`config.mk`:
```
export PLATFORM = sky130hd
export DESIGN_NAME = bus_read_sequencer
export DESIGN_NICKNAME = d
export VERILOG_FILES = /design/src/rtl/bus_read_sequencer.sv
export SDC_FILE = /design/constraint.sdc
export NUM_CORES = 1
export LEC_CHECK = 0
export ABC_AREA = 1
export CAP_MARGIN = 10
export CORE_UTILIZATION = 40
export DETAILED_ROUTE_END_ITERATION = 6
export MAX_ROUTING_LAYER = met4
export PLACE_DENSITY_LB_ADDON = 0.05
export SETUP_SLACK_MARGIN = 0.5
export SKIP_LAST_GASP = 1
export SLEW_MARGIN = 0
export SYNTH_ARGS = -nofsm -noshare
export SYNTH_HDL_FRONTEND = slang
export SYNTH_SLANG_ARGS = --single-unit
```
`constraint.sdc`:
```
create_clock -name Clock -period 1.55 [get_ports Clock]
set_input_delay 0.155 -clock Clock [delete_from_list [all_inputs] [get_ports Clock]]
set_output_delay 0.155 -clock Clock [all_outputs]
set_load 0.01 [all_outputs]
```
`src/rtl/bus_read_sequencer.sv`:
```
// Scans a bank of registers sharing one tri-state read bus, one active-low select at a time,
// and presents each captured word on valid/ready. Optional macro: BUSRD_DOUBLE_SAMPLE_EN.
module bus_read_sequencer #(
    parameter int NrOfBits     = 8,
    parameter int NrOfRegs     = 4,
    parameter int SettleCycles = 1
) (
    input  logic                        Clock,
    input  logic                        Reset,
    input  logic                        Tick,
    input  logic                        Start,
    input  logic [NrOfBits-1:0]         BusIn,
    input  logic                        DataReady,
    output logic [NrOfRegs-1:0]         cs,
    output logic [NrOfBits-1:0]         DataOut,
    output logic [$clog2(NrOfRegs)-1:0] DataIndex,
    output logic                        DataValid,
    output logic                        Busy,
    output logic                        Done,
    output logic                        Mismatch
);
    localparam int IW = $clog2(NrOfRegs);
    localparam int CW = $clog2(SettleCycles + 1);
    localparam logic [IW-1:0]       LastIdx    = IW'(NrOfRegs - 1);
    localparam logic [CW-1:0]       SettleInit = CW'(SettleCycles);
    localparam logic [NrOfRegs-1:0] OneHot0    = NrOfRegs'(1);

`ifdef BUSRD_DOUBLE_SAMPLE_EN
    typedef enum logic [1:0] {IDLE, SELECT, VERIFY, PRESENT} state_t;
`else
    typedef enum logic [1:0] {IDLE, SELECT, PRESENT} state_t;
`endif

    state_t                state_q, state_d;
    logic [IW-1:0]         idx_q, idx_d;
    logic [CW-1:0]         cnt_q, cnt_d;
    logic [NrOfRegs-1:0]   cs_d;
    logic [NrOfBits-1:0]   data_d;
    logic [IW-1:0]         didx_d;
    logic                  valid_d;
    logic                  busy_d;
    logic                  done_d;
`ifdef BUSRD_DOUBLE_SAMPLE_EN
    logic                  mism_d;
`endif

    always_ff @(posedge Clock or negedge Reset) begin
        if (!Reset) begin
            state_q   <= IDLE;
            idx_q     <= '0;
            cnt_q     <= '0;
            cs        <= '1;
            DataOut   <= '0;
            DataIndex <= '0;
            DataValid <= 1'b0;
            Busy      <= 1'b0;
            Done      <= 1'b0;
`ifdef BUSRD_DOUBLE_SAMPLE_EN
            Mismatch  <= 1'b0;
`endif
        end else begin
            state_q   <= state_d;
            idx_q     <= idx_d;
            cnt_q     <= cnt_d;
            cs        <= cs_d;
            DataOut   <= data_d;
            DataIndex <= didx_d;
            DataValid <= valid_d;
            Busy      <= busy_d;
            Done      <= done_d;
`ifdef BUSRD_DOUBLE_SAMPLE_EN
            Mismatch  <= mism_d;
`endif
        end
    end

`ifndef BUSRD_DOUBLE_SAMPLE_EN
    assign Mismatch = 1'b0;
`endif

    always_comb begin
        state_d = state_q;
        idx_d   = idx_q;
        cnt_d   = cnt_q;
        data_d  = DataOut;
        didx_d  = DataIndex;
        done_d  = 1'b0;
`ifdef BUSRD_DOUBLE_SAMPLE_EN
        mism_d  = Mismatch;
`endif
        case (state_q)
            IDLE: begin
                if (Start) begin
                    state_d = SELECT;
                    idx_d   = '0;
                    cnt_d   = SettleInit;
`ifdef BUSRD_DOUBLE_SAMPLE_EN
                    mism_d  = 1'b0;
`endif
                end
            end
            SELECT: begin
                // Settle count only advances on Tick; capture on the last qualified edge.
                if (Tick) begin
                    if (cnt_q == CW'(1)) begin
                        data_d = BusIn;
                        didx_d = idx_q;
`ifdef BUSRD_DOUBLE_SAMPLE_EN
                        state_d = VERIFY;
`else
                        state_d = PRESENT;
`endif
                    end else begin
                        cnt_d = cnt_q - CW'(1);
                    end
                end
            end
`ifdef BUSRD_DOUBLE_SAMPLE_EN
            VERIFY: begin
                mism_d  = (BusIn != DataOut);
                state_d = PRESENT;
            end
`endif
            PRESENT: begin
                if (DataReady) begin
                    if (idx_q == LastIdx) begin
                        state_d = IDLE;
                        done_d  = 1'b1;
                    end else begin
                        state_d = SELECT;
                        idx_d   = idx_q + IW'(1);
                        cnt_d   = SettleInit;
`ifdef BUSRD_DOUBLE_SAMPLE_EN
                        mism_d  = 1'b0;
`endif
                    end
                end
            end
            default: state_d = IDLE;
        endcase

        // Registered outputs are derived from the next state so they line up with it.
        cs_d = '1;
`ifdef BUSRD_DOUBLE_SAMPLE_EN
        if (state_d == SELECT || state_d == VERIFY) cs_d = ~(OneHot0 << idx_d);
`else
        if (state_d == SELECT) cs_d = ~(OneHot0 << idx_d);
`endif
        valid_d = (state_d == PRESENT);
        busy_d  = (state_d != IDLE);
    end

endmodule

```
==> out/metrics.yaml <==
status: "finished clean"
ir_drop_mv: 1.01
clk_pin_slew_ns: 0.12
synthMuxAreaShare: 0
drtAntennaViolNets: 0
fp-row-count: 17
insertion_delay_ns: 0.30
worstPathArrival_ns: 1.34
final_cell_mix: "nand2_1 (31), dfrtp_1 (17), buf_2 (13)"
gp_congestion: 0.851
rrSetupSlack_ns: 0.44
holdBufCountCts: 0
synthesis.nets: 115
clock.fmax_mhz: 904
dp_cells: 157
drtPass1Iterations: 4
grt_max_degree: 23
post-route-drc-count: 0
synth_xor_area_frac: 0
hold_viol_final: 0
finalSetupTns_ns: 0
nets: 157
syn-instance-count: 102
period_share: 0.714
io_buffers: 29
synth_compound_area_frac: 0.0381
use_met1: 0.222
yosys_register_bits: 22
cts_tree: "built"
timing.max_cap.violations: 0
synth_top_family_by_area: "simple AND/OR/NAND/NOR gates"
clock-sinks: 22
die_y_um: 50.8
htreeDepth: 1
top_usage_layer: "met2"
dp_hpwl_um: 1300
hold_class: "primary input to async pin"
seq_area_frac_synth: 0.583
final_common_cell: "nand2_1"
rsz0062_at_grt: "yes"
rr_startpoint: "state_q[0]"
syn_area_per_cell_um2: 9.35
reg2reg_depth: 4
r2r_end: "cs[3]"
finalMaxSlewViolations: 0
wire_per_inst_um: 11.8
drt-initial-drc-count: 11
cts-root-buf: "clkbuf_4"
grt_pass1_vias: 712
finalCriticalPeriod_ns: 1.11
dieArea_mm2: 0.00258
syn_area_um2: 953
power_density_mw_per_mm2: 1720
initial_core_util: 0.427
ios: 31
totalWireLength_um: 2020
n_antenna_cell: 0
synth_cell_type_count: 21
synthSimpleGateAreaFrac: 0.290
yosysWarnings: 0
setup_viol: 0
layout-drive-gt1-share: 0.448
via_per_inst: 4.56
final_cells: 171
grt-ovfl-total: 0
grt_pass1_wl_um: 3150
die_w_um: 50.8
global_route.usage.met3: 0.0417
synth_fa_ha_area_frac: 0
core_region_area_mm2: 0.00223
cts_buffers: 3
grt_use_total: 0.172
syn_to_final_growth_pct: 45.0
worstPathRequired_ns: 1.79
start_kind: "register"
p_leak_nw: 0.719
met2_usage: 0.262
vias: 780
critPathKind: "register to register"
antenna_found_initial: 0
worst_setup_path_end_kind: "register"
crit_fanout: 7
fin_worst_skew_ns: 0.00195
clock_path_buffers: 2
what timing repair did:
item,CTS,global route
setup endpoints to repair,36,25
pin swaps,6,13
gates resized for setup,85,13
buffers inserted,7,3
worst max-delay path, cell delays in order (launching register included):
cell and delay (ns):
dfrtp_2 0.50, nor2_4 0.19, nand3_2 0.13, nand3_4 0.14, nand3_2 0.08
worst max path at each step:
stage / startpoint / endpoint / slack, ns / depth (start not counted)
after floorplan: state_q[1] / DataOut[0] / 0.46 / 7
after global placement: Tick / DataIndex[1] / 0.23 / 6
after detailed placement: Tick / DataIndex[1] / 0.21 / 6
after CTS: cs[0] / cs[0] / 0.45 / 1
after global routing: state_q[0] / cs[3] / 0.38 / 4
final: state_q[0] / cs[3] / 0.44 / 4
layer usage:
metal | routed length, um | up-vias
met5 | 0 | -
met3 | 103 | 2
met1 | 917 | 360
li1 | - | 392
met2 | 990 | 26
met4 | 13 | 0
final cells by class:
class	count	area, um2
Fill cell	204	851
Sequential cell	22	557
Multi-Input combinational cell	64	384
Timing Repair Buffer	40	317
Inverter	13	53.8
Clock buffer	4	36.3
Tap cell	28	35.0
logic make-up after synthesis:
kind of cell	after synthesis
flip-flops	22
AND/OR/NAND/NOR	58
AO/OA/AOI/OAI	5
buffers and inverters	16
other	1
stage by stage:
stage / util / setup WS [ns] / power, mW / hold slack, ns / area (um2)
final: 0.619 / 0.444 / 2.38 / 0.194 / 1380
after global routing: 0.619 / 0.378 / 2.55 / 0.210 / 1380
after floorplan: - / 0.458 / 1.50 / -0.141 / 953
after CTS: 0.588 / 0.448 / 2.26 / 0.199 / 1310
after detailed placement: 0.562 / 0.213 / 1.92 / 0.454 / 1260
after global placement: 0.562 / 0.235 / 1.90 / 0.452 / 1260
power breakdown:
part / leakage (nW) / internal (mW) / total (mW) / switching (mW)
clock: 0.0210 / 0.143 / 0.307 / 0.164
combinational: 0.431 / 0.511 / 1.14 / 0.624
sequential: 0.268 / 0.796 / 0.934 / 0.138
synthesized netlist by cell type:
cell,number,area [um2]
nor2_8,1,20.0
nor2_4,1,11.3
inv_2,1,3.75
nor2_1,3,11.3
nand2_1,38,143
inv_4,1,6.26
nand3_2,1,10.0
nand3b_1,1,7.51
o21ai_0,2,10.0
inv_1,11,41.3
buf_6,2,22.5
nand3_1,9,45.0
o21ai_2,2,17.5
nand4_1,2,12.5
dfrtp_1,18,450
nor3_1,1,5.00
a21oi_2,1,8.76
dfstp_2,4,105
conb_1,1,3.75
nand2_4,1,11.3
buf_4,1,7.51
registers in the layout (all words and copies together) (netlist names):
register	cells
state_q	2
Done	1
DataOut	8
idx_q	2
DataIndex	2
Busy	1
DataValid	1
cs	4
cnt_q	1
Note: power is estimated with default switching activity, not from simulation.
